`config.mk`:
```
export PLATFORM = sky130hd
export DESIGN_NAME = axi_line_refill
export DESIGN_NICKNAME = d
export VERILOG_FILES = /design/src/rtl/axi_line_refill_pkg.sv /design/src/rtl/axi_line_refill_slot.sv /design/src/rtl/axi_line_refill.sv
export SDC_FILE = /design/constraint.sdc
export NUM_CORES = 1
export LEC_CHECK = 0
export BUFFER_PORTS_ARGS = -buffer_cell sky130_fd_sc_hd__buf_2
export CORE_MARGIN = 4
export CORE_UTILIZATION = 56
export CTS_CLUSTER_DIAMETER = 30
export DETAILED_ROUTE_END_ITERATION = 10
export HOLD_SLACK_MARGIN = 0.12
export PLACE_DENSITY = 0.83
export SLEW_MARGIN = 20
export SYNTH_ARGS = -nofsm -noshare
export SYNTH_HDL_FRONTEND = slang
export SYNTH_SLANG_ARGS = --single-unit
```
`constraint.sdc`:
```
create_clock -name clk_i -period 2.8 [get_ports clk_i]
set_clock_uncertainty 0.05 [all_clocks]
set_input_delay 0.28 -clock clk_i [delete_from_list [all_inputs] [get_ports clk_i]]
set_output_delay 0.28 -clock clk_i [all_outputs]
set_load 0.03 [all_outputs]
```
`src/rtl/axi_line_refill_pkg.sv`:
```
// Shared types and AXI constants for the cache line refill engine.
// Optional error tracking is enabled by defining AXI_LINE_REFILL_ERR_EN.
package axi_line_refill_pkg;

  localparam int unsigned MetaAddrWidth = 64;
  localparam int unsigned MetaTidWidth  = 8;
  localparam int unsigned MetaCntWidth  = 8;

  localparam logic [1:0] AxiBurstIncr = 2'b01;

  typedef enum logic [1:0] {
    SLOT_IDLE,
    SLOT_AR_WAIT,
    SLOT_DATA,
    SLOT_RTRN
  } slot_state_e;

  // Per-slot bookkeeping, sized for the widest supported configuration
  typedef struct packed {
    logic [MetaAddrWidth-1:0] paddr;
    logic                     nc;
    logic [MetaTidWidth-1:0]  tid;
    logic [MetaCntWidth-1:0]  beat_cnt;
    logic                     err;
  } slot_meta_t;

endpackage

```
`src/rtl/axi_line_refill_slot.sv`:
```
// One refill slot: beat counter, line assembly buffer and sticky error flag.
// The error flag is only kept when AXI_LINE_REFILL_ERR_EN is defined.
module axi_line_refill_slot
  import axi_line_refill_pkg::*;
#(
  parameter int unsigned LineWidth    = 128,
  parameter int unsigned AxiDataWidth = 64
) (
  input  logic                     clk_i,
  input  logic                     rst_ni,
  input  logic                     i_alloc,
  input  logic                     i_free,
  input  logic [MetaAddrWidth-1:0] i_paddr,
  input  logic                     i_nc,
  input  logic [MetaTidWidth-1:0]  i_tid,
  input  logic                     i_we,
  input  logic [AxiDataWidth-1:0]  i_data,
  input  logic                     i_last,
  input  logic                     i_resp_err,
  output slot_meta_t               o_meta,
  output logic [LineWidth-1:0]     o_line_c,
  output logic                     o_err_c
);

  localparam int unsigned Beats = LineWidth / AxiDataWidth;

  slot_meta_t              r_meta;
  logic [LineWidth-1:0]    r_line;
  logic [MetaCntWidth-1:0] w_idx;

  assign o_meta = r_meta;

  // Line as it looks with the current beat merged in; nc fills always land in word 0
  always_comb begin
    w_idx    = r_meta.nc ? '0 : r_meta.beat_cnt;
    o_line_c = r_line;
    for (int unsigned w = 0; w < Beats; w++) begin
      if (i_we && (w_idx == MetaCntWidth'(w))) begin
        o_line_c[w*AxiDataWidth +: AxiDataWidth] = i_data;
      end
    end
  end

`ifdef AXI_LINE_REFILL_ERR_EN
  assign o_err_c = r_meta.err | (i_we & i_resp_err);
`else
  logic w_unused_err;
  assign w_unused_err = i_resp_err;
  assign o_err_c      = 1'b0;
`endif

  always_ff @(posedge clk_i or negedge rst_ni) begin
    if (!rst_ni) begin
      r_meta <= '0;
      r_line <= '0;
    end else if (i_alloc) begin
      r_meta.paddr    <= i_paddr;
      r_meta.nc       <= i_nc;
      r_meta.tid      <= i_tid;
      r_meta.beat_cnt <= '0;
      r_meta.err      <= 1'b0;
      r_line          <= '0;
    end else if (i_we) begin
      r_line          <= o_line_c;
      r_meta.beat_cnt <= i_last ? '0 : r_meta.beat_cnt + MetaCntWidth'(1);
`ifdef AXI_LINE_REFILL_ERR_EN
      r_meta.err      <= o_err_c;
`endif
    end else if (i_free) begin
      r_meta.err <= 1'b0;
    end
  end

endmodule

```
`src/rtl/axi_line_refill.sv`:
```
// AXI4 read engine refilling cache lines with up to NumOutstanding concurrent bursts.
// Define AXI_LINE_REFILL_ERR_EN to report r_resp errors on rtrn_err_o.
module axi_line_refill
  import axi_line_refill_pkg::*;
#(
  parameter int unsigned LineWidth      = 128,
  parameter int unsigned AxiDataWidth   = 64,
  parameter int unsigned AxiAddrWidth   = 64,
  parameter int unsigned PlenWidth      = 56,
  parameter int unsigned NumOutstanding = 2,
  parameter int unsigned TidWidth       = 2,
  parameter int unsigned AxiIdWidth     = 4
) (
  input  logic                    clk_i,
  input  logic                    rst_ni,
  input  logic                    req_valid_i,
  output logic                    req_ready_o,
  input  logic [PlenWidth-1:0]    req_paddr_i,
  input  logic                    req_nc_i,
  input  logic [TidWidth-1:0]     req_tid_i,
  output logic                    ar_valid_o,
  input  logic                    ar_ready_i,
  output logic [AxiAddrWidth-1:0] ar_addr_o,
  output logic [7:0]              ar_len_o,
  output logic [2:0]              ar_size_o,
  output logic [1:0]              ar_burst_o,
  output logic [AxiIdWidth-1:0]   ar_id_o,
  input  logic                    r_valid_i,
  output logic                    r_ready_o,
  input  logic [AxiDataWidth-1:0] r_data_i,
  input  logic [AxiIdWidth-1:0]   r_id_i,
  input  logic [1:0]              r_resp_i,
  input  logic                    r_last_i,
  output logic                    rtrn_valid_o,
  output logic [LineWidth-1:0]    rtrn_data_o,
  output logic [TidWidth-1:0]     rtrn_tid_o,
  output logic                    rtrn_err_o,
  output logic                    busy_o
);

  localparam int unsigned Beats     = LineWidth / AxiDataWidth;
  localparam int unsigned LineBytes = LineWidth / 8;
  localparam int unsigned WordBytes = AxiDataWidth / 8;
  localparam int unsigned SlotIdxW  = (NumOutstanding > 1) ? $clog2(NumOutstanding) : 1;
  localparam logic [2:0]  ArSize    = 3'($clog2(WordBytes));

  slot_state_e             r_state [NumOutstanding];
  logic                    r_ar_valid;
  logic [AxiAddrWidth-1:0] r_ar_addr;
  logic [7:0]              r_ar_len;
  logic [2:0]              r_ar_size;
  logic [1:0]              r_ar_burst;
  logic [AxiIdWidth-1:0]   r_ar_id;
  logic                    r_rtrn_valid;
  logic [LineWidth-1:0]    r_rtrn_data;
  logic [TidWidth-1:0]     r_rtrn_tid;

  logic                      w_any_free;
  logic                      w_any_busy;
  logic [SlotIdxW-1:0]       w_alloc_idx;
  logic                      w_accept;
  logic [AxiAddrWidth-1:0]   w_paddr_ext;
  logic [AxiAddrWidth-1:0]   w_ar_addr_nxt;
  logic [NumOutstanding-1:0] w_beat_we;
  slot_meta_t                w_meta   [NumOutstanding];
  logic [LineWidth-1:0]      w_line_c [NumOutstanding];
  logic [NumOutstanding-1:0] w_err_c;
  logic [NumOutstanding-1:0] w_unused_meta;
  logic                      w_rtrn_hit;
  logic [LineWidth-1:0]      w_rtrn_line;
  logic [TidWidth-1:0]       w_rtrn_tid;
  logic                      w_rtrn_err;

  // Lowest-index free slot; a slot still in RTRN is not free yet
  always_comb begin
    w_any_free  = 1'b0;
    w_any_busy  = 1'b0;
    w_alloc_idx = '0;
    for (int i = NumOutstanding - 1; i >= 0; i--) begin
      if (r_state[i] == SLOT_IDLE) begin
        w_any_free  = 1'b1;
        w_alloc_idx = SlotIdxW'(i);
      end else begin
        w_any_busy = 1'b1;
      end
    end
  end

  assign req_ready_o = rst_ni & w_any_free & ~r_ar_valid;
  assign w_accept    = req_valid_i & req_ready_o;
  assign busy_o      = w_any_busy | r_ar_valid;
  assign r_ready_o   = 1'b1;

  assign w_paddr_ext   = AxiAddrWidth'(req_paddr_i);
  assign w_ar_addr_nxt = req_nc_i ? (w_paddr_ext & ~AxiAddrWidth'(WordBytes - 1))
                                  : (w_paddr_ext & ~AxiAddrWidth'(LineBytes - 1));

  for (genvar g = 0; g < NumOutstanding; g++) begin : g_slot
    assign w_beat_we[g]     = r_valid_i && (r_id_i == AxiIdWidth'(g)) && (r_state[g] == SLOT_DATA);
    assign w_unused_meta[g] = ^w_meta[g];

    axi_line_refill_slot #(
      .LineWidth    (LineWidth),
      .AxiDataWidth (AxiDataWidth)
    ) u_slot (
      .clk_i      (clk_i),
      .rst_ni     (rst_ni),
      .i_alloc    (w_accept && (w_alloc_idx == SlotIdxW'(g))),
      .i_free     (r_state[g] == SLOT_RTRN),
      .i_paddr    (MetaAddrWidth'(req_paddr_i)),
      .i_nc       (req_nc_i),
      .i_tid      (MetaTidWidth'(req_tid_i)),
      .i_we       (w_beat_we[g]),
      .i_data     (r_data_i),
      .i_last     (r_last_i),
`ifdef AXI_LINE_REFILL_ERR_EN
      .i_resp_err (r_resp_i[1]),
`else
      .i_resp_err (1'b0),
`endif
      .o_meta     (w_meta[g]),
      .o_line_c   (w_line_c[g]),
      .o_err_c    (w_err_c[g])
    );
  end

  // At most one R beat per cycle, so at most one slot completes
  always_comb begin
    w_rtrn_hit  = 1'b0;
    w_rtrn_line = '0;
    w_rtrn_tid  = '0;
    w_rtrn_err  = 1'b0;
    for (int i = 0; i < NumOutstanding; i++) begin
      if (w_beat_we[i] && r_last_i) begin
        w_rtrn_hit  = 1'b1;
        w_rtrn_line = w_line_c[i];
        w_rtrn_tid  = TidWidth'(w_meta[i].tid);
        w_rtrn_err  = w_err_c[i];
      end
    end
  end

  // Slot FSMs, AR channel and return register
  always_ff @(posedge clk_i or negedge rst_ni) begin
    if (!rst_ni) begin
      for (int i = 0; i < NumOutstanding; i++) r_state[i] <= SLOT_IDLE;
      r_ar_valid   <= 1'b0;
      r_ar_addr    <= '0;
      r_ar_len     <= '0;
      r_ar_size    <= '0;
      r_ar_burst   <= '0;
      r_ar_id      <= '0;
      r_rtrn_valid <= 1'b0;
      r_rtrn_data  <= '0;
      r_rtrn_tid   <= '0;
    end else begin
      for (int i = 0; i < NumOutstanding; i++) begin
        case (r_state[i])
          SLOT_IDLE:
            if (w_accept && (w_alloc_idx == SlotIdxW'(i))) r_state[i] <= SLOT_AR_WAIT;
          SLOT_AR_WAIT:
            if (r_ar_valid && ar_ready_i && (r_ar_id == AxiIdWidth'(i))) r_state[i] <= SLOT_DATA;
          SLOT_DATA:
            if (w_beat_we[i] && r_last_i) r_state[i] <= SLOT_RTRN;
          default:
            r_state[i] <= SLOT_IDLE;
        endcase
      end

      if (w_accept) begin
        r_ar_valid <= 1'b1;
        r_ar_addr  <= w_ar_addr_nxt;
        r_ar_len   <= req_nc_i ? 8'd0 : 8'(Beats - 1);
        r_ar_size  <= ArSize;
        r_ar_burst <= AxiBurstIncr;
        r_ar_id    <= AxiIdWidth'(w_alloc_idx);
      end else if (ar_ready_i) begin
        r_ar_valid <= 1'b0;
      end

      r_rtrn_valid <= w_rtrn_hit;
      if (w_rtrn_hit) begin
        r_rtrn_data <= w_rtrn_line;
        r_rtrn_tid  <= w_rtrn_tid;
      end
    end
  end

`ifdef AXI_LINE_REFILL_ERR_EN
  logic r_rtrn_err;
  logic w_unused_resp;

  always_ff @(posedge clk_i or negedge rst_ni) begin
    if (!rst_ni) begin
      r_rtrn_err <= 1'b0;
    end else if (w_rtrn_hit) begin
      r_rtrn_err <= w_rtrn_err;
    end
  end

  assign rtrn_err_o    = r_rtrn_err;
  assign w_unused_resp = r_resp_i[0] ^ (^w_unused_meta);
`else
  logic w_unused_resp;
  assign rtrn_err_o    = 1'b0;
  assign w_unused_resp = (^r_resp_i) ^ w_rtrn_err ^ (^w_unused_meta);
`endif

  assign ar_valid_o   = r_ar_valid;
  assign ar_addr_o    = r_ar_addr;
  assign ar_len_o     = r_ar_len;
  assign ar_size_o    = r_ar_size;
  assign ar_burst_o   = r_ar_burst;
  assign ar_id_o      = r_ar_id;
  assign rtrn_valid_o = r_rtrn_valid;
  assign rtrn_data_o  = r_rtrn_data;
  assign rtrn_tid_o   = r_rtrn_tid;

endmodule

```
### After elaboration in Yosys (flattened, before gate mapping)

Cells that the tools add are included.

| cells by class | value |
|---|---|
| add/subtract/negate cells | 2 |
| $mul | 0 |
| div/mod/pow operators | 0 |
| $lt $le $gt $ge | 0 |
| equal/unequal tests | 15 |
| shift-type cells | 0 |
| multiplexer cells | 43 |
| bitwise operators | 6 |
| reductions and logical operators | 26 |

Operators with widths:

| cell | number |
|---|---|
| 2-to-1 mux 128 bit | 6 |
| 2-to-1 mux 64 bit | 4 |
| 2-to-1 mux 8 bit | 6 |
| 2-to-1 mux 9 bit | 2 |
| adder 8 x 1 -> 8 bit (second input constant) | 2 |
| == test 8 x 1 -> 1 bit (second input constant) | 2 |
| logical NOT 8 bit | 2 |
| 2-to-1 mux 2 bit | 8 |
| logical AND 1 bit | 15 |
| 2-to-1 mux 1 bit | 14 |
| case mux 2 bit (3 select lines) | 2 |
| == test 2 bit (second input constant) | 4 |
| logical NOT 4 bit | 2 |
| != test 2 x 1 -> 1 bit (second input constant) | 4 |
| AND reduction 3 bit | 2 |
| nonzero test 2 bit | 3 |
| == test 2 x 1 -> 1 bit (second input constant) | 2 |
| == test 4 x 1 -> 1 bit (second input constant) | 1 |
| logical NOT 2 bit | 2 |
| 2-to-1 mux 4 bit | 1 |
| != test 2 bit (second input constant) | 2 |
| bitwise AND 1 bit | 3 |
| inverter 1 bit | 2 |
| bitwise OR 1 bit | 1 |

| storage, ports and cells | value |
|---|---|
| bits in registers | 481 |
| latch bits | 0 |
| memory bits (writable) | 0 |
| memory bits (read-only) | 0 |
| output and inout bits | 217 |
| word-level logic and storage cells | 111 |
| memories kept | 0 |

### Longest topological paths before layout

Gate-level depths: netlist of the first run.

| depth | value |
|---|---|
| word-level depth | 9 |
| depth in mapped cells | 9 |
| gate-level depth less buffers | 6 |

### By module

Synthesis of the first run repeated with hierarchy kept, for this count alone.

| unflattened totals | value |
|---|---|
| cells, all modules | 2,979 |
| area total of the unflattened synthesis | 32,339.8 um2 |

Modules (own cells, without submodules):

| module | times used | cells an instance | area an instance (um2) | sequential area each (um2) |
|---|---|---|---|---|
| axi_line_refill_slot | 2 | 1,163 | 12,065.3 | 5,230.0 |
| axi_line_refill | 1 | 653 | 8,209.1 | 4,804.6 |

### Worst setup path before layout of the first run

No wires, ideal clock.

| timing | value |
|---|---|
| path kind | register to register |
| start | reg r_state[2] (netlist bit) |
| end | reg r_ar_addr[52] (netlist: ar_addr_o[52]) |
| setup time | 0.125 ns |
| arrival | 2.161 ns |
| data required time | 2.625 ns |
| setup slack | 0.465 ns |
| stages on the path, launching flop included | 8 |
| buffers on the path | 2 |
| cells stage by stage | dfrtp_1 > inv_1 > ha_1 > o211a_1 > nand2_1 > buf_1 > clkbuf_1 > mux2_2 |

| between the ends | value |
|---|---|
| word-level cells in the longest chain between the ends | 5 |

Ends and longest elaborated chain:

| what | RTL line | text |
|---|---|---|
| start: declaration | axi_line_refill.sv:47 | `slot_state_e r_state [NumOutstanding];` |
| start signal: indexed assignment | axi_line_refill.sv:160 | `if (w_accept && (w_alloc_idx == SlotIdxW'(i))) r_state[i] <= SLOT_AR_WAIT;` |
| start signal: indexed assignment | axi_line_refill.sv:162 | `if (r_ar_valid && ar_ready_i && (r_ar_id == AxiIdWidth'(i))) r_state[i] <= SLOT_DATA;` |
| start signal: indexed assignment | axi_line_refill.sv:164 | `if (w_beat_we[i] && r_last_i) r_state[i] <= SLOT_RTRN;` |
| logical NOT 2 bit | axi_line_refill.sv:80 | `if (r_state[i] == SLOT_IDLE) begin` |
| 2-to-1 mux 1 bit | axi_line_refill.sv:80 |  |
| bitwise AND 1 bit (2 in series) | axi_line_refill.sv:89 | `assign req_ready_o = rst_ni & w_any_free & ~r_ar_valid;` |
| named net req_ready_o | axi_line_refill.sv:17 | `output logic req_ready_o,` |
| bitwise AND 1 bit | axi_line_refill.sv:90 | `assign w_accept = req_valid_i & req_ready_o;` |
| end signal: assignment | axi_line_refill.sv:172 | `r_ar_addr <= w_ar_addr_nxt;` |
| end: declaration | axi_line_refill.sv:49 | `logic [AxiAddrWidth-1:0] r_ar_addr;` |

The timed path passes the listed nets, and every way through them passes these cells.
A chain may end at the register's enable or synchronous reset.

### Final worst setup path of the first run

| timing | value |
|---|---|
| start | reg g_slot[0].u_slot.r_meta, in the netlist g_slot[0].u_slot.o_meta[5] |
| end | reg g_slot[0].u_slot.r_line[28] |

| between the ends | value |
|---|---|
| word-level cells in the longest chain between the ends | 6 |

Ends and longest elaborated chain:

| what | RTL line | text |
|---|---|---|
| start: declaration | axi_line_refill_slot.sv:27 | `slot_meta_t r_meta;` |
| 2-to-1 mux 8 bit | axi_line_refill_slot.sv:35 | `w_idx = r_meta.nc ? '0 : r_meta.beat_cnt;` |
| logical NOT 8 bit | axi_line_refill_slot.sv:38 | `if (i_we && (w_idx == MetaCntWidth'(w))) begin` |
| logical AND 1 bit | axi_line_refill_slot.sv:38 |  |
| 2-to-1 mux 64 bit | axi_line_refill_slot.sv:38 |  |
| 2-to-1 mux 128 bit | axi_line_refill_slot.sv:63 | `end else if (i_we) begin` |
| 2-to-1 mux 128 bit | axi_line_refill_slot.sv:56 | `end else if (i_alloc) begin` |
| end signal: assignment | axi_line_refill_slot.sv:64 | `r_line <= o_line_c;` |
| end: declaration | axi_line_refill_slot.sv:28 | `logic [LineWidth-1:0] r_line;` |

No other way between the ends. The select of a mux whose other input is x is not followed.

==> flow_summary.toml, run 1 <==
[status]
status = "finished, final reports clean"

[global_routing]
grt_max_degree = 146
grt_overflow_total = 0
grt_pass1_wl_um = 102000
grt_util_all_layers_pct = 32.2
grt_pass1_vias = 18500
antenna_found_initial = 4

[pwr]
p_leak_nw = 13.0
seq_power_share_pct = 33.1
switchingPower_w = 0.00865
p_comb_share_pct = 22.0
vdd_drop_max_mv = 0.982
clkPwrFrac_pct = 44.9
switching_share_pct = 31.8
powerDensity_mw_per_mm2 = 995
p_int_w = 0.0185

[setup_path]
cp-end-kind = "register"
worst-r2r-cell-count = 6
path_max_fanout = 46
critPathTopFamily = "simple AND/OR/NAND/NOR gates"
r2r_end = "g_slot[0].u_slot.r_line[28]$_DFFE_PN0P_"
crit_chain = "nor4_2 -> nor2_1 -> or3_2 -> buf_4 -> nand2_1 -> a21oi_1"
critPathSlowestCell = "nor4_2"
max_stage_delay_ns = 0.53
crit_type = "register to register"
start_kind = "register"
cp_num_buf_inv = 1
cp.arrival_ns = 3.01
crit_required_ns = 3.21
reg2reg_from = "g_slot[0].u_slot.o_meta[5]$_DFFE_PN0P_"
worst-r2r-setup-slack_ns = 0.19

[min_path]
min_path_type = "input port to register"
hold_start = "r_last_i"
hold_end = "g_slot[0].u_slot.o_meta[7]$_DFFE_PN0P_"
whs_path_depth = 2

[synth]
async_flop_share_pct = 100
yosysWarnings = 0
synth_xor_area_share_pct = 0
ys_ff_latch = 470
synthFlopType = "dfrtp_1"
avgSynthCellArea_um2 = 10.9
synth_compound_area_share_pct = 11.8
synth_edf_count = 0
synth.area.top_cells = "dfrtp_1, mux2_2, mux2i_1"
synth_top_family_by_area = "multiplexers"
synth_cells = 1881
synthesis.area_mm2 = 0.0206
synth_mux_area_share_pct = 16.2
ys_seq_area_share_pct = 57.2
synth.most_common_cell = "dfrtp_1"
synth-simple-area-share_pct = 10.3
synth_cell_types = 44
ys_top_cells_by_count = "dfrtp_1, nand2_1, mux2i_1"
yosysTopAreaCell = "dfrtp_1"
synth_top_area_share_pct = 57.2
synth-adder-area-share_pct = 0.487

[clock_network]
clock-sinks = 470
clk_latency_ns = 0.61
cts_buffers = 99
htreeDepth = 3
cts_tree = "yes"
path_clk_slew_ns = 0.05
cts.path.max_buffers = 3
ctsRootBufferMaster = "clkbuf_16"
cts-resized-gates = 0

[timing]
period_share_pct = 93.1
tightestPinTransition_ns = 0.882
relSlewSlack_pct = 41.2
rsz0062_at_grt = "no"
max_freq_ghz = 0.383
finalCriticalPeriod_ns = 2.61
setup-tns-final_ns = 0
hold_viol_final = 0
drv_slew = 0
finalSetupViolations = 0

[finish]
layout-drive-gt1-share_pct = 29.1
synthToLayoutAreaGrowth_pct = 32.9
fillCellCount = 2104
num-nets-final = 2465
postLayoutCellArea_mm2 = 0.0273

[floorplan]
num_rows = 69
dieHeight_um = 200
pin_count = 352
core-area_mm2 = 0.0359
dieArea_mm2 = 0.0398
fp.dieW_um = 200
initial_core_util_pct = 57.2

[placed_design]
dpl_cell_area_mm2 = 0.0226
finalWeightedCongestion = 0.815
dp_hpwl_um = 34200
port_buffers = 321

[route]
drtAntennaViolNets = 0
vias_per_cell = 6.07
drt_iter0_markers = 1257
postRouteWirelength_um = 65100
via_count = 17400
firstDrtPassIters = 5
drc = 0
wl_per_cell_um = 22.7

[run]
maxCapViolCount = 0
[power by group through the flow]
stage / clock [W] / sequential [W] / combinational (W)
finish: 0.0122 / 0.00899 / 0.00598
detailed placement: 0 / 0.00897 / 0.00565
global placement: 0 / 0.00889 / 0.00547
floorplan: 0 / 0.0103 / 0.00243
global route: 0.0127 / 0.00911 / 0.00639
CTS: 0.0123 / 0.00891 / 0.00587
[layer usage]
layer / vias up / wire, µm / GRT usage (%) / share of wire, %
met3: 210 / 5930 / 7.98 / 9.1
li1: 7457 / - / - / -
met4: 0 / 2540 / 14.7 / 3.9
met5: - / 0 / 0 / 0
met2: 1029 / 32600 / 54.0 / 50
met1: 8723 / 24100 / 39.6 / 37
[cell type report]
type / count / area (µm²) / share of cell area (%)
clock buffer: 121 / 2680 / 9.81
clock inverter: 62 / 833 / 3.05
multi-input combinational: 1262 / 8110 / 29.7
timing repair buffer: 479 / 3310 / 12.1
inverter: 10 / 37.5 / 0.137
antenna: 3 / 7.51 / 0.0275
sequential: 470 / 11800 / 43.0
tap: 461 / 577 / 2.11
[state kept, by name, indices dropped and copies added (netlist names), 2 cells and up]
signal                count
rtrn_tid_o                2
ar_addr_o                53
g_slot.u_slot.o_meta     22
rtrn_data_o             128
g_slot.u_slot.r_line    256
r_state                   4
[worst max path at each step]
stage,start,end,cells past startpoint
finish,g_slot[0].u_slot.o_meta[5]$_DFFE_PN0P_,g_slot[0].u_slot.r_line[28]$_DFFE_PN0P_,6
global route,g_slot[0].u_slot.o_meta[5]$_DFFE_PN0P_,g_slot[0].u_slot.r_line[46]$_DFFE_PN0P_,6
CTS,g_slot[1].u_slot.o_meta[5]$_DFFE_PN0P_,rtrn_data_o[95]$_DFFE_PN0P_,6
detailed placement,r_id_i[1],rtrn_data_o[95]$_DFFE_PN0P_,7
global placement,r_id_i[1],rtrn_data_o[102]$_DFFE_PN0P_,7
floorplan,r_state[2]$_DFFE_PN0P_,ar_addr_o[52]$_DFFE_PN0P_,7
[stage by stage]
stage	total power, W	instances	worst slack, ns	util [%]	hold WS [ns]
floorplan	0.0127	1904	0.465	-	-0.0656
global placement	0.0144	2558	0.321	62.8	0.0642
detailed placement	0.0146	2558	0.212	62.8	0.0656
CTS	0.0271	2865	0.269	76.1	0.126
global route	0.0282	2868	0.0809	76.1	0.182
finish	0.0272	2868	0.192	76.1	0.162
[placed cells by master, fill, tap and decap left out, types with 3 or more instances in the layout]
cell type / Yosys / final
inv_1: 10 / 10
inv_6: 0 / 12
nor4_1: 4 / 4
clkinv_4: 0 / 7
dfrtp_1: 470 / 470
clkbuf_8: 0 / 12
bufinv_16: 0 / 15
or2_2: 3 / 3
nor3_1: 11 / 11
mux2i_1: 161 / 161
clkbuf_16: 0 / 99
and3_1: 5 / 5
nand3b_1: 5 / 5
buf_12: 0 / 16
nor2_1: 143 / 141
o21ai_0: 81 / 81
nand2_1: 319 / 316
dlygate4sd3_1: 0 / 124
a22oi_1: 98 / 98
conb_1: 2 / 25
o21ai_1: 32 / 31
o221ai_1: 33 / 33
nand3_1: 8 / 8
nor2_4: 1 / 3
diode_2: 0 / 3
clkbuf_1: 88 / 10
buf_4: 35 / 18
buf_2: 22 / 320
mux2_2: 152 / 152
a21oi_1: 147 / 146
clkinvlp_4: 0 / 13
ha_1: 8 / 8
clkinv_2: 0 / 11
[kinds of logic after synthesis]
group	after synthesis
other cells	2
flops	470
simple gates	514
fa+ha+maj	8
buf+inv	172
compound gates	402
mux	313
[what timing repair did]
| action | 4_1_cts | 5_1_grt |
|---|---|---|
| buffers inserted | 0 | 0 |
| hold buffers | 124 | 0 |
| setup endpoints to repair | 0 | 0 |
| endpoints found under the hold margin | 850 | 0 |
Note: power is estimated with default switching activity, not from simulation.
==> run 2: changes to the inputs <==
--- a/config.mk
+++ b/config.mk
@@ -5,7 +5,9 @@
 export SDC_FILE = /design/constraint.sdc
 export NUM_CORES = 1
 export LEC_CHECK = 0
+export ABC_AREA = 0
 export BUFFER_PORTS_ARGS = -buffer_cell sky130_fd_sc_hd__buf_2
+export CORE_ASPECT_RATIO = 0.6
 export CORE_MARGIN = 4
 export CORE_UTILIZATION = 56
 export CTS_CLUSTER_DIAMETER = 30
==> flow_summary.toml, run 2 (synthesis gave the netlist of run 1 again) <==
[placed_design]
dp_worst_setup_slack_ns = 0.297
finalWeightedCongestion = 0.838
port_buffers = 321
dp_hpwl_um = 34500

[setup_path]
path_max_fanout = 44
crit_start = "g_slot[0].u_slot.o_meta[1]$_DFFE_PN0P_"
cp.arrival_ns = 2.96
crit_required_ns = 3.15
reg2reg_from = "g_slot[0].u_slot.o_meta[1]$_DFFE_PN0P_"
cp-end-kind = "register"
worst-r2r-setup-slack_ns = 0.18
start_kind = "register"
r2r_end = "rtrn_data_o[57]$_DFFE_PN0P_"
crit_type = "register to register"
cp-endpoint = "rtrn_data_o[57]$_DFFE_PN0P_"
worst-r2r-cell-count = 6

[floorplan]
pin_count = 352
core-area_mm2 = 0.0363
dieHeight_um = 156
num_rows = 54
fp.dieW_um = 255
initial_core_util_pct = 56.7
dieArea_mm2 = 0.0399

[clock_network]
ctsRootBufferMaster = "clkbuf_16"
path_clk_slew_ns = 0.06
clock-sinks = 470
clk_latency_ns = 0.57
htreeDepth = 3
cts_buffers = 69
cts-resized-gates = 0
cts_tree = "yes"
cts_setup_buffers = 0
cts.path.max_buffers = 3

[finish]
largest_reg_flops = 256
num-nets-final = 2436
synthToLayoutAreaGrowth_pct = 27.6
largest-register = "g_slot.u_slot.r_line"
final_common_cell = "dfrtp_1"
utilization_pct = 72.3
layout_common_cells = "dfrtp_1, buf_2, nand2_1"
layout-drive-gt1-share_pct = 27.6

[timing]
hold_viol_final = 0
finalSetupViolations = 0
setup-tns-final_ns = 0
period_share_pct = 93.6
finalCriticalPeriod_ns = 2.62
tightestPinTransition_ns = 1.08
drv_slew = 0
max_freq_ghz = 0.382
relSlewSlack_pct = 28.0
finalWorstSetupSlack_ns = 0.181
rsz0062_at_grt = "no"

[pwr]
vdd_drop_max_mv = 0.679
clkPwrFrac_pct = 37.4
p_comb_share_pct = 25.0
seq_power_share_pct = 37.7
switchingPower_w = 0.00794
switching_share_pct = 33.4
p_int_w = 0.0158
p_leak_nw = 12.4
powerDensity_mw_per_mm2 = 905

[route]
vias_per_cell = 6.02
via_count = 17000
drtAntennaViolNets = 0
postRouteWirelength_um = 62400
drc = 0
drt_iter0_markers = 1600
firstDrtPassIters = 6
wl_per_cell_um = 22.1

[global_routing]
grt_pass1_vias = 17900
antenna_found_initial = 3
grt_overflow_total = 0
grt_max_degree = 183
grt_util_all_layers_pct = 31.1
grt_pass1_wl_um = 99100

[status]
status = "finished, final reports clean"

[run]
maxCapViolCount = 0

[min_path]
min_path_type = "input port to register"
run 2: changes by cell type in the layout (fill, tap and decap cells not counted), sizes merged:
| cell | previous run | this run |
|---|---|---|
| clkbuf | 121 | 80 |
| bufinv | 15 | 6 |
| clkinv | 20 | 11 |
| clkinvlp | 13 | 11 |
| diode | 3 | 5 |
| dlygate4sd3 | 124 | 125 |
run 2: power by group through the flow:
stage	clock network, W	logic [W]	registers, W
after floorplan	0	0.00243	0.0103
after global placement	0	0.00546	0.00886
after detailed placement	0	0.00565	0.00896
after CTS	0.00892	0.00584	0.00887
after global routing	0.00932	0.00634	0.00907
final	0.00887	0.00593	0.00894
run 2: stage by stage:
stage               cell area, µm²  total power (W)  std cells  hold WS (ns)
floorplan                    20600           0.0127       1904       -0.0656
global placement             22600           0.0143       2573        0.0991
detailed placement           22600           0.0146       2573         0.102
CTS                          26200           0.0236       2820         0.139
global route                 26200           0.0247       2824         0.190
finish                       26200           0.0237       2825         0.176
run 2: worst min path at each step:
stage               startpoint                                       to  depth (start not counted)
detailed placement      rst_ni  g_slot[1].u_slot.r_line[50]$_DFFE_PN0P_                          1
CTS                   r_last_i   g_slot[0].u_slot.o_meta[6]$_DFFE_PN0P_                          2
finish                r_last_i   g_slot[0].u_slot.o_meta[6]$_DFFE_PN0P_                          2
global route          r_last_i   g_slot[0].u_slot.o_meta[6]$_DFFE_PN0P_                          2
floorplan               rst_ni                ar_addr_o[10]$_DFFE_PN0P_                          0
global placement        rst_ni              rtrn_data_o[50]$_DFFE_PN0P_                          1
run 2: layer usage:
metal	part of all wire [%]	global-route usage [%]	up-vias
li1	-	-	7381
met1	40	40.1	8504
met2	48	50.9	903
met3	8.0	7.18	209
met4	4.5	14.6	0
met5	0	0	-
run 2: timing repair:
| action | CTS | global route |
|---|---|---|
| endpoints found under the hold margin | 558 | 0 |
| hold buffers | 125 | 0 |
| setup endpoints to repair | 0 | 0 |
run 2: worst max-delay path: stages, from the launching register on:
cell	delay (ns)
dfrtp_1	0.46
nor4_1	0.64
a21oi_4	0.11
buf_4	0.34
mux2_2	0.39
a22oi_1	0.27
o21ai_0	0.18
run 2: area by class of cell:
class	count	area, µm²
Timing Repair Buffer	480	3340
Clock inverter	42	478
Fill cell	2325	10100
Antenna cell	5	12.5
Multi-Input combinational cell	1262	8110
Tap cell	476	596
Clock buffer	80	1890
Sequential cell	470	11800
Inverter	10	37.5
==> run 3: changes to the inputs <==
--- a/config.mk
+++ b/config.mk
@@ -7,13 +7,14 @@
 export LEC_CHECK = 0
 export ABC_AREA = 0
 export BUFFER_PORTS_ARGS = -buffer_cell sky130_fd_sc_hd__buf_2
+export CELL_PAD_IN_SITES_DETAIL_PLACEMENT = 1
+export CELL_PAD_IN_SITES_GLOBAL_PLACEMENT = 2
 export CORE_ASPECT_RATIO = 0.6
 export CORE_MARGIN = 4
-export CORE_UTILIZATION = 56
-export CTS_CLUSTER_DIAMETER = 30
+export CORE_UTILIZATION = 36
 export DETAILED_ROUTE_END_ITERATION = 10
 export HOLD_SLACK_MARGIN = 0.12
-export PLACE_DENSITY = 0.83
+export PLACE_DENSITY = 0.82
 export SLEW_MARGIN = 20
 export SYNTH_ARGS = -nofsm -noshare
 export SYNTH_HDL_FRONTEND = slang
==> flow_summary.toml, run 3 (synthesis gave the netlist of run 1 again) <==
[route]
drtAntennaViolNets = 0
wl_per_cell_um = 22.6
postRouteWirelength_um = 69300
firstDrtPassIters = 5
drc = 0
drt_iter0_markers = 1015
vias_per_cell = 5.32
via_count = 16300

[pwr]
clkPwrFrac_pct = 31.7
p_leak_nw = 12.2
vdd_drop_max_mv = 0.474
p_comb_share_pct = 27.4
powerDensity_mw_per_mm2 = 835
p_int_w = 0.0144
switchingPower_w = 0.00732
switching_share_pct = 33.7
seq_power_share_pct = 41.0

[run]
maxCapViolCount = 0

[global_routing]
grt_pass1_wl_um = 108000
antenna_found_initial = 1
grt_max_degree = 152
grtUsageMet1_pct = 31.6
top_usage_layer = "met2"
grt_use_met3_pct = 3.25
grt_pass1_vias = 18200
grt_overflow_total = 0
gr-usage-met2_pct = 37.5
grt_util_all_layers_pct = 22.6

[timing]
drv_slew = 0
finalSetupViolations = 0
rsz0062_at_grt = "no"
hold_viol_final = 0
tightestPinTransition_ns = 0.876
max_freq_ghz = 0.389
relSlewSlack_pct = 41.6
period_share_pct = 91.9
setup-tns-final_ns = 0
finalCriticalPeriod_ns = 2.57

[floorplan]
initial_core_util_pct = 36.6
num_rows = 67
dieArea_mm2 = 0.0611
fp.dieW_um = 316
dieHeight_um = 193
core-area_mm2 = 0.0562
pin_count = 352

[finish]
synthToLayoutAreaGrowth_pct = 26.5
largest-register = "g_slot.u_slot.r_line"
layout_common_cells = "dfrtp_1, buf_2, nand2_1"
largest_reg_flops = 256
layout-drive-gt1-share_pct = 26.3
num-nets-final = 2421
final-instance-count-excl-fill = 3071
final_common_cell = "dfrtp_1"

[min_path]
whs_path_depth = 2
hold_end = "g_slot[0].u_slot.o_meta[6]$_DFFE_PN0P_"
hold_start = "r_last_i"
min_path_type = "input port to register"

[setup_path]
crit_required_ns = 3.16
worst-r2r-setup-slack_ns = 0.23
start_kind = "register"
worst-r2r-cell-count = 6
crit_start = "g_slot[1].u_slot.o_meta[5]$_DFFE_PN0P_"
crit_type = "register to register"
path_max_fanout = 39
cp.arrival_ns = 2.94
r2r_end = "rtrn_data_o[117]$_DFFE_PN0P_"
cp-end-kind = "register"
reg2reg_from = "g_slot[1].u_slot.o_meta[5]$_DFFE_PN0P_"

[clock_network]
ctsRootBufferMaster = "clkbuf_16"
clock-sinks = 470
htreeDepth = 2
clk_latency_ns = 0.58
cts_setup_buffers = 0
cts_tree = "yes"
path_clk_slew_ns = 0.07
cts_buffers = 47
cts.path.max_buffers = 3

[placed_design]
dp_hpwl_um = 41000
port_buffers = 321
dpl.cell_count = 2863
finalWeightedCongestion = 0.746

[status]
status = "finished, final reports clean"
-- run 3: cell types whose count changed in the layout (fill, tap and decap cells not counted), moves of 6 or more --
cell	change
clkbuf_16	-25
clkinvlp_4	-10
clkbuf_1	+7
inv_6	-7
inv_8	-6
clkinv_4	-6
buf_12	+8
clkbuf_8	+8
-- run 3: layout make-up --
class / instances / area, µm²
well taps: 759 / 950
multi-input cells: 1262 / 8120
inverters: 10 / 37.5
diodes: 1 / 2.50
clock buffers: 70 / 1400
flip-flops and latches: 470 / 11800
repair buffers: 487 / 3480
clock inverters: 12 / 253
fillers: 6143 / 30200
-- run 3: critical path: stages, from the launching register on --
cell and delay, ns:
dfrtp_1 0.46, nor4_1 0.35, o2111ai_2 0.25, nor4b_4 0.38
buf_12 0.36, mux2i_1 0.32, o221ai_1 0.18
-- run 3: timing repair --
item | in CTS | in global routing
endpoints found under the hold margin | 832 | 0
resized for setup | 0 | 0
hold buffers | 125 | 0
-- run 3: power by group through the flow --
stage,Combinational [W],Clock (W),Sequential (W)
after global routing,0.00640,0.00739,0.00906
after CTS,0.00597,0.00706,0.00889
after floorplan,0.00243,0,0.0103
after detailed placement,0.00580,0,0.00899
after global placement,0.00562,0,0.00890
final,0.00595,0.00688,0.00890
-- run 3: through the flow --
step / setup WS (ns) / hold WS [ns] / power (W) / util, % / cell area (µm²)
finish: 0.227 / 0.205 / 0.0217 / 46.3 / 26000
floorplan: 0.465 / -0.0656 / 0.0127 / - / 20600
global route: 0.0873 / 0.178 / 0.0229 / 46.3 / 26000
CTS: 0.203 / 0.153 / 0.0219 / 46.3 / 26000
global placement: 0.262 / 0.0937 / 0.0145 / 41.1 / 23100
detailed placement: 0.170 / 0.0975 / 0.0148 / 41.1 / 23100
-- run 3: worst max path at each step --
| stage | endpoint | cells after the start |
|---|---|---|
| after CTS | rtrn_data_o[93]$_DFFE_PN0P_ | 6 |
| after global routing | rtrn_data_o[93]$_DFFE_PN0P_ | 6 |
| after floorplan | ar_addr_o[52]$_DFFE_PN0P_ | 7 |
| after global placement | rtrn_data_o[93]$_DFFE_PN0P_ | 7 |
| final | rtrn_data_o[117]$_DFFE_PN0P_ | 6 |
| after detailed placement | rtrn_data_o[93]$_DFFE_PN0P_ | 7 |
-- run 3: layer usage --
metal | up-vias | wire length, µm
li1 | 7318 | -
met1 | 8568 | 32200
met2 | 341 | 32600
met3 | 102 | 2970
met4 | 0 | 1510
met5 | - | 0
